[src/rtl/sccb_config_sequencer.sv]
`default_nettype none
// ============================================================================
// Module      : sccb_config_sequencer
// Description : Walks the camera register table and writes each
//               {register, value} entry over SCCB as a 3-phase write.
//               Build option SCCB_ACK_CHECK_EN adds siod_in/nack for 9th-bit
//               checking.
// Revision    : 1.0 - initial release
// ============================================================================
module sccb_config_sequencer #(
    parameter int         QTR_CYCLES        = 62,
    parameter logic [7:0] DEV_ADDR          = 8'h42,
    parameter int         GAP_CYCLES        = 256,
    parameter int         RESET_WAIT_CYCLES = 25000
) (
    input  logic        clk,
    input  logic        rst,
    input  logic        start,
    input  logic [15:0] control,
    input  logic        finished,
`ifdef SCCB_ACK_CHECK_EN
    input  logic        siod_in,
    output logic        nack,
`endif
    output logic        resend,
    output logic        advance,
    output logic        sioc,
    output logic        siod_oe,
    output logic        busy,
    output logic        config_done
);

    localparam int c_max_qg   = (QTR_CYCLES > GAP_CYCLES) ? QTR_CYCLES : GAP_CYCLES;
    localparam int c_max_cyc  = (c_max_qg > RESET_WAIT_CYCLES) ? c_max_qg : RESET_WAIT_CYCLES;
    localparam int c_cw       = $clog2(c_max_cyc + 1);

    localparam logic [c_cw-1:0] c_qtr_last   = c_cw'(QTR_CYCLES - 1);
    localparam logic [c_cw-1:0] c_gap_last   = c_cw'(GAP_CYCLES - 1);
    localparam logic [c_cw-1:0] c_rwait_last = c_cw'(RESET_WAIT_CYCLES - 1);
    localparam logic [c_cw-1:0] c_fetch_last = c_cw'(1);

    localparam logic [3:0] c_st_idle   = 4'd0;
    localparam logic [3:0] c_st_rewind = 4'd1;
    localparam logic [3:0] c_st_fetch  = 4'd2;
    localparam logic [3:0] c_st_check  = 4'd3;
    localparam logic [3:0] c_st_start  = 4'd4;
    localparam logic [3:0] c_st_bits   = 4'd5;
    localparam logic [3:0] c_st_stop   = 4'd6;
    localparam logic [3:0] c_st_gap    = 4'd7;
    localparam logic [3:0] c_st_done   = 4'd8;

    logic [3:0]      r_state;
    logic [c_cw-1:0] r_cnt;
    logic [1:0]      r_qtr;
    logic [3:0]      r_bitpos;
    logic [1:0]      r_byte;
    logic [23:0]     r_shift;
    logic            r_is_reset;
    logic            r_resend;
    logic            r_advance;
    logic            r_sioc;
    logic            r_siod_oe;
    logic            r_busy;
    logic            r_done;

    logic            w_qtr_end;
    logic [c_cw-1:0] w_gap_last;

    assign w_qtr_end  = (r_cnt == c_qtr_last);
    assign w_gap_last = r_is_reset ? c_rwait_last : c_gap_last;

`ifdef SCCB_ACK_CHECK_EN
    logic r_nack;
    logic r_nack_pend;
    assign nack = r_nack;
`endif

    assign resend      = r_resend;
    assign advance     = r_advance;
    assign sioc        = r_sioc;
    assign siod_oe     = r_siod_oe;
    assign busy        = r_busy;
    assign config_done = r_done;

    // Outputs for each quarter are loaded on the edge that enters it.
    always_ff @(posedge clk) begin
        if (rst) begin
            r_state    <= c_st_idle;
            r_cnt      <= '0;
            r_qtr      <= '0;
            r_bitpos   <= '0;
            r_byte     <= '0;
            r_shift    <= '0;
            r_is_reset <= 1'b0;
            r_resend   <= 1'b0;
            r_advance  <= 1'b0;
            r_sioc     <= 1'b1;
            r_siod_oe  <= 1'b0;
            r_busy     <= 1'b0;
            r_done     <= 1'b0;
`ifdef SCCB_ACK_CHECK_EN
            r_nack      <= 1'b0;
            r_nack_pend <= 1'b0;
`endif
        end else begin
            r_resend  <= 1'b0;
            r_advance <= 1'b0;
            case (r_state)
                c_st_idle, c_st_done: begin
                    if (start) begin
                        r_state  <= c_st_rewind;
                        r_resend <= 1'b1;
                        r_busy   <= 1'b1;
                        r_done   <= 1'b0;
`ifdef SCCB_ACK_CHECK_EN
                        r_nack   <= 1'b0;
`endif
                    end
                end
                c_st_rewind: begin
                    r_state <= c_st_fetch;
                    r_cnt   <= '0;
                end
                c_st_fetch: begin
                    if (r_cnt == c_fetch_last) begin
                        r_state <= c_st_check;
                        r_cnt   <= '0;
                    end else begin
                        r_cnt <= r_cnt + 1'b1;
                    end
                end
                c_st_check: begin
                    if (finished) begin
                        r_state <= c_st_done;
                        r_busy  <= 1'b0;
                        r_done  <= 1'b1;
                    end else begin
                        r_state    <= c_st_start;
                        r_shift    <= {DEV_ADDR, control};
                        r_is_reset <= (control == 16'h1280);
                        r_cnt      <= '0;
                        r_qtr      <= '0;
                        r_bitpos   <= '0;
                        r_byte     <= '0;
                        r_sioc     <= 1'b1;
                        r_siod_oe  <= 1'b1;
`ifdef SCCB_ACK_CHECK_EN
                        r_nack_pend <= 1'b0;
`endif
                    end
                end
                c_st_start: begin
                    if (w_qtr_end) begin
                        r_cnt <= '0;
                        if (r_qtr == 2'd0) begin
                            r_qtr  <= 2'd1;
                            r_sioc <= 1'b0;
                        end else begin
                            r_qtr     <= 2'd0;
                            r_state   <= c_st_bits;
                            r_siod_oe <= ~r_shift[23];
                        end
                    end else begin
                        r_cnt <= r_cnt + 1'b1;
                    end
                end
                c_st_bits: begin
                    if (w_qtr_end) begin
                        r_cnt <= '0;
                        r_qtr <= r_qtr + 2'd1;
                        case (r_qtr)
                            2'd0: r_sioc <= 1'b1;
                            2'd1: r_sioc <= 1'b1;
                            2'd2: begin
                                r_sioc <= 1'b0;
`ifdef SCCB_ACK_CHECK_EN
                                if (r_bitpos == 4'd8 && siod_in)
                                    r_nack_pend <= 1'b1;
`endif
                            end
                            default: begin
                                // bitpos 8 is the released 9th bit of the byte
                                if (r_bitpos == 4'd8) begin
                                    if (r_byte == 2'd2) begin
                                        r_state   <= c_st_stop;
                                        r_siod_oe <= 1'b1;
                                    end else begin
                                        r_bitpos  <= '0;
                                        r_byte    <= r_byte + 2'd1;
                                        r_siod_oe <= ~r_shift[23];
                                    end
                                end else begin
                                    r_shift   <= {r_shift[22:0], 1'b0};
                                    r_bitpos  <= r_bitpos + 4'd1;
                                    r_siod_oe <= (r_bitpos == 4'd7) ? 1'b0 : ~r_shift[22];
                                end
                            end
                        endcase
                    end else begin
                        r_cnt <= r_cnt + 1'b1;
                    end
                end
                c_st_stop: begin
                    if (w_qtr_end) begin
                        r_cnt <= '0;
                        case (r_qtr)
                            2'd0: begin
                                r_qtr  <= 2'd1;
                                r_sioc <= 1'b1;
                            end
                            2'd1: begin
                                r_qtr     <= 2'd2;
                                r_siod_oe <= 1'b0;
                            end
                            default: begin
                                r_qtr <= 2'd0;
`ifdef SCCB_ACK_CHECK_EN
                                if (r_nack_pend) begin
                                    r_state <= c_st_done;
                                    r_nack  <= 1'b1;
                                    r_busy  <= 1'b0;
                                    r_done  <= 1'b1;
                                end else begin
                                    r_state   <= c_st_gap;
                                    r_advance <= 1'b1;
                                end
`else
                                r_state   <= c_st_gap;
                                r_advance <= 1'b1;
`endif
                            end
                        endcase
                    end else begin
                        r_cnt <= r_cnt + 1'b1;
                    end
                end
                c_st_gap: begin
                    if (r_cnt == w_gap_last) begin
                        r_state <= c_st_fetch;
                        r_cnt   <= '0;
                    end else begin
                        r_cnt <= r_cnt + 1'b1;
                    end
                end
                default: r_state <= c_st_idle;
            endcase
        end
    end

endmodule
`default_nettype wire
[config.mk]
export PLATFORM = sky130hd
export DESIGN_NAME = sccb_config_sequencer
export DESIGN_NICKNAME = d
export VERILOG_FILES = /design/src/rtl/sccb_config_sequencer.sv
export SDC_FILE = /design/constraint.sdc
export NUM_CORES = 1
export LEC_CHECK = 0
export BUFFER_PORTS_ARGS = -buffer_cell sky130_fd_sc_hd__buf_2
export CORE_MARGIN = 2
export CORE_UTILIZATION = 45
export DETAILED_ROUTE_END_ITERATION = 10
export HOLD_SLACK_MARGIN = 0.02
export PLACE_DENSITY = 0.68
export SLEW_MARGIN = 10
export SYNTH_ARGS = -nofsm -noshare
export SYNTH_HDL_FRONTEND = slang
export SYNTH_SLANG_ARGS = --single-unit
[constraint.sdc]
create_clock -name clk -period 4.6 [get_ports clk]
set_clock_uncertainty 0.1 [all_clocks]
set_input_delay 0.92 -clock clk [delete_from_list [all_inputs] [get_ports clk]]
set_output_delay 0.92 -clock clk [all_outputs]
set_load 0.02 [all_outputs]
After elaboration in Yosys (flattened, before gate mapping)

Cells that the tools add are included.

Output and inout bits: 6
Bits of input ports: 20
Register bits: 58
Word-level logic and storage cells: 150

Equal/unequal tests: 37
Add/subtract/negate cells: 4
Bitwise operators: 6
Multiplexer cells: 68
Reduce and logical (&&, ||, !) cells: 22

Operators by type and width:

| cell                                                   | count |
|---|---|
| 2-to-1 mux 24 bit                                      | 4 |
| 2-to-1 mux 15 bit                                      | 5 |
| one-hot mux 15 bit (5 select lines)                    | 1 |
| 2-to-1 mux 4 bit                                       | 17 |
| one-hot mux 24 bit (2 select lines)                    | 1 |
| inequality test 2 bit (second input constant)          | 17 |
| one-hot mux 4 bit (8 select lines)                     | 1 |
| 2-to-1 mux 1 bit                                       | 22 |
| equality test 4 x 3 -> 1 bit (second input constant)   | 5 |
| equality test 16 x 13 -> 1 bit (second input constant) | 1 |
| 2-to-1 mux 2 bit                                       | 8 |
| AND reduction 8 bit                                    | 2 |
| adder 15 x 1 -> 15 bit (second input constant)         | 1 |
| equality test 15 x 1 -> 1 bit (second input constant)  | 1 |
| equality test 15 bit                                   | 1 |
| equality test 15 x 6 -> 1 bit (second input constant)  | 1 |
| AND reduction 5 bit                                    | 3 |
| AND reduction 11 bit                                   | 1 |
| OR reduction 3 bit                                     | 3 |
| equality test 4 x 2 -> 1 bit (second input constant)   | 2 |
| equality test 4 bit (second input constant)            | 2 |
| one-hot mux 1 bit (4 select lines)                     | 2 |
| one-hot mux 2 bit (2 select lines)                     | 2 |
| one-hot mux 2 bit (4 select lines)                     | 1 |
| 20 further kinds                                       | 33 |

Longest topological paths before layout

Depth in word-level cells: 6
Depth in mapped cells: 11
Depth with buffers taken out: 8

Worst setup path before layout

Ideal clock, no wire load.

Path type: input-to-reg
Start point: in finished
End point: reg r_bitpos[2]
Arrival: 2024 ps
Library setup time: 70 ps
Data required time: 4430 ps
Path buffers: 0
Slack: 2406 ps
Stages: 4
Path through: nor4_4 a31oi_4 or4b_1 a21oi_1

Longest elaborated chain between the ends: 2

Ends and longest elaborated chain:

| what                            | RTL line | RTL |
|---|---|---|
| start: declaration              | 20       | `input logic finished,` |
| inequality test 2 bit (no line) | -        |  |
| AND reduction 5 bit (no line)   | -        |  |
| end signal: assignment          | 194      | `r_bitpos <= r_bitpos + 4'd1;` |
| end: declaration                | 55       | `logic [3:0] r_bitpos;` |

No other way between the ends.
A chain may end at the register's enable or synchronous reset.

Worst setup path in the final report

Start point: reg r_state[0]
End point: reg r_bitpos[2]

Longest elaborated chain between the ends: 3
Elaborated cells between the ends (all ways): 9
Classes of those cells: eq/ne: 6; mux: 1; reduce/logical: 2

Ends and longest elaborated chain:

| what                                                                         | RTL line | RTL |
|---|---|---|
| start: declaration                                                           | 52       | `logic [3:0] r_state;` |
| start signal: assignment                                                     | 88       | `r_state <= c_st_idle;` |
| start signal: assignment                                                     | 111      | `r_state <= c_st_rewind;` |
| start signal: assignment                                                     | 121      | `r_state <= c_st_fetch;` |
| equality test 4 x 3 -> 1 bit or equality test 4 x 2 -> 1 bit (tied branches) | 108      | `case (r_state)` |
| inequality test 3 bit (no line) (tied with other cells)                      | -        |  |
| AND reduction 5 bit (no line)                                                | -        |  |

Several ways; a longest one is shown, not always the timed one.

==> flow_summary.yaml <==
setup_path:
  crit_type: "flip-flop to flip-flop"
  arrival_ns: 2.84
  cpPeakStageDelay_ns: 0.68
  worstPathMaxFanout: 20
  crit_path_start_kind: "flip-flop"
  crit_required_ns: 4.74
  crit_top_cell: "a21oi_1"
  end_kind: "flip-flop"
  crit_path_cell_trace: "nand4bb_1, buf_4, a21oi_1, a31oi_4, or4b_1, a21oi_1"
  cp_slowest_cell: "dfxtp_1"
pwr:
  powerDensity_mw_per_mm2: 387
  max-vdd-ir-drop_mv: 0.302
  total_power_w: 0.00128
  p_leak_nw: 1.16
yosys:
  ys_warn_count: 0
  synth_top_area_share_pct: 38.7
  async_flop_share_pct: 0
  synth_edf_count: 0
  ys_seq_elements: 58
  yosys-top-cells-area: "dfxtp_1, nand2_1, nor2_1"
  synth.most_common_cell: "dfxtp_1"
  syn_nets: 395
  syn_area_mm2: 0.00300
  yosysUniqueCellTypes: 51
  ys_seq_area_share_pct: 38.7
  synth_flop_cell: "dfxtp_1"
  syn_area_per_cell_um2: 8.23
  synth_common_cells: "dfxtp_1, nand2_1, nor2_1"
  yosysTopAreaCell: "dfxtp_1"
  syn_inst: 365
timing:
  maxSlewHeadroom_pct: 43.5
  hold_violations: 0
  setup_viol: 0
  rsz0062_at_grt: "no"
  tightest_slew_ns: 0.847
  max_clock_freq_mhz: 371
  whs_ns: 0.355
  slew_violations: 0
  min_period_over_period_pct: 58.6
  period_needed_ns: 2.69
  tns_ns: 0
job:
  drv_cap: 0
global_route:
  antenna_found_initial: 0
  grt_pass1_vias: 2440
  grt_max_degree: 49
  grt-ovfl-total: 0
  grt_pass1_wl_mm: 10.8
  track_usage_pct: 18.3
detailed_routing:
  wl_per_cell_um: 13.4
  drtIter0Drc: 171
  drt_pass1_iterations: 4
  via_count: 2590
  drc: 0
  routed_wl_mm: 6.20
  ant_nets: 0
  vias_per_cell: 5.61
clocking:
  cts_root_buffer: "clkbuf_8"
  cts_buffer_depth: 2
  clk_pin_slew_ns: 0.06
  cts_resized: 0
  post_cts_buffers: 0
  clock_latency_ns: 0.33
  clock_sink_count: 58
  htreeDepth: 3
  cts_tree: "built"
  cts_hold_buf: 0
  cts_buffers: 9
place:
  io_buffers: 25
  dp_hpwl_mm: 4.14
  dpl_cell_area_mm2: 0.00313
  gp_congestion: 0.856
die:
  num_rows: 29
  start_util_pct: 47.0
  die-area_mm2: 0.00734
  core_mm2: 0.00639
  die_height_um: 85.7
  fp.dieW_um: 85.7
  io_pins: 26
worst_hold_path:
  hp-class: "flip-flop to flip-flop"
final_layout:
  multi_input_area_mm2: 0.00169
  nets: 411
  syn_to_final_growth_pct: 9.87
  design_area_mm2: 0.00330
  diodes: 0
  fill_cells: 612
  layout.area.seq_mm2: 0.00116
  drive_gt1_share_pct: 13.0
run_status:
  run_status: "finished, final reports clean"
worst max-delay path, delay by kind of cell, from the launching register on:
family	cells	cell delay [ns]
buffers and inverters	1	0.35
DFF	1	0.68
AOI/OAI and AO/OA	3	0.52
and+or+nand+nor	2	0.96
placed cells by master (no fill, tap or decap), types with 10 or more instances in the layout:
cell type	Yosys	final
dfxtp_1	58	58
nand2_1	53	53
nor2_1	47	47
buf_2	4	25
a21oi_1	23	23
a311oi_1	16	16
nand3_1	13	13
nor3_1	11	11
clkbuf_8	0	11
ha_1	10	10
area by class of cell:
cell class	instances	area share, %
flip-flops and latches	58	35.2
clock buffers	12	4.70
inverters	9	1.02
clock inverters	3	0.455
well taps	77	2.92
repair buffers	28	4.47
multi-input cells	275	51.2
sequential cells by signal, summed over array words and instances (netlist names):
name,flops
r_cnt,15
r_state,4
r_shift,24
siod_oe,1
r_qtr,2
sioc,1
advance,1
r_is_reset,1
r_byte,2
resend,1
busy,1
r_bitpos,4
config_done,1
metrics by stage:
step / cells / setup WS, ns / utilization [%]
floorplan: 365 / 2.41 / -
global placement: 447 / 1.97 / 49.0
detailed placement: 447 / 1.91 / 49.0
CTS: 462 / 1.90 / 51.7
global route: 462 / 1.65 / 51.7
finish: 462 / 1.91 / 51.7
power by group:
| group | internal [W] | leakage, nW | switching (W) |
|---|---|---|---|
| clock | 0.000219 | 0.0920 | 0.000184 |
| sequential | 0.000539 | 0.469 | 0.0000618 |
| combinational | 0.000112 | 0.598 | 0.000163 |
final timing paths:
path,depth (start not counted),slack (ns),to,startpoint
worst max-delay path,6,1.91,r_bitpos[2],r_state[0]
worst min-delay path,2,0.35,r_shift[18],r_shift[18]
worst max register to register,6,1.91,r_bitpos[2],r_state[0]
worst min register to register,2,0.35,r_shift[18],r_shift[18]
per-layer routing:
layer | vias to the layer above | track usage, % | wire (um)
li1 | 1348 | - | -
met1 | 1204 | 22.6 | 2930
met2 | 34 | 30.3 | 3050
met3 | 4 | 5.77 | 168
met4 | 0 | 5.92 | 57
met5 | - | 0 | 0
kinds of logic after synthesis:
family | after synthesis | share of synthesized area [%]
AOI/OAI and AO/OA | 71 | 16.3
xor gates and xnor gates | 14 | 4.08
adders and majority gates | 10 | 4.17
buffers and inverters | 32 | 5.17
DFF | 58 | 38.7
muxes | 1 | 0.333
and+or+nand+nor | 179 | 31.3
Power figures use the tool's default switching activity.
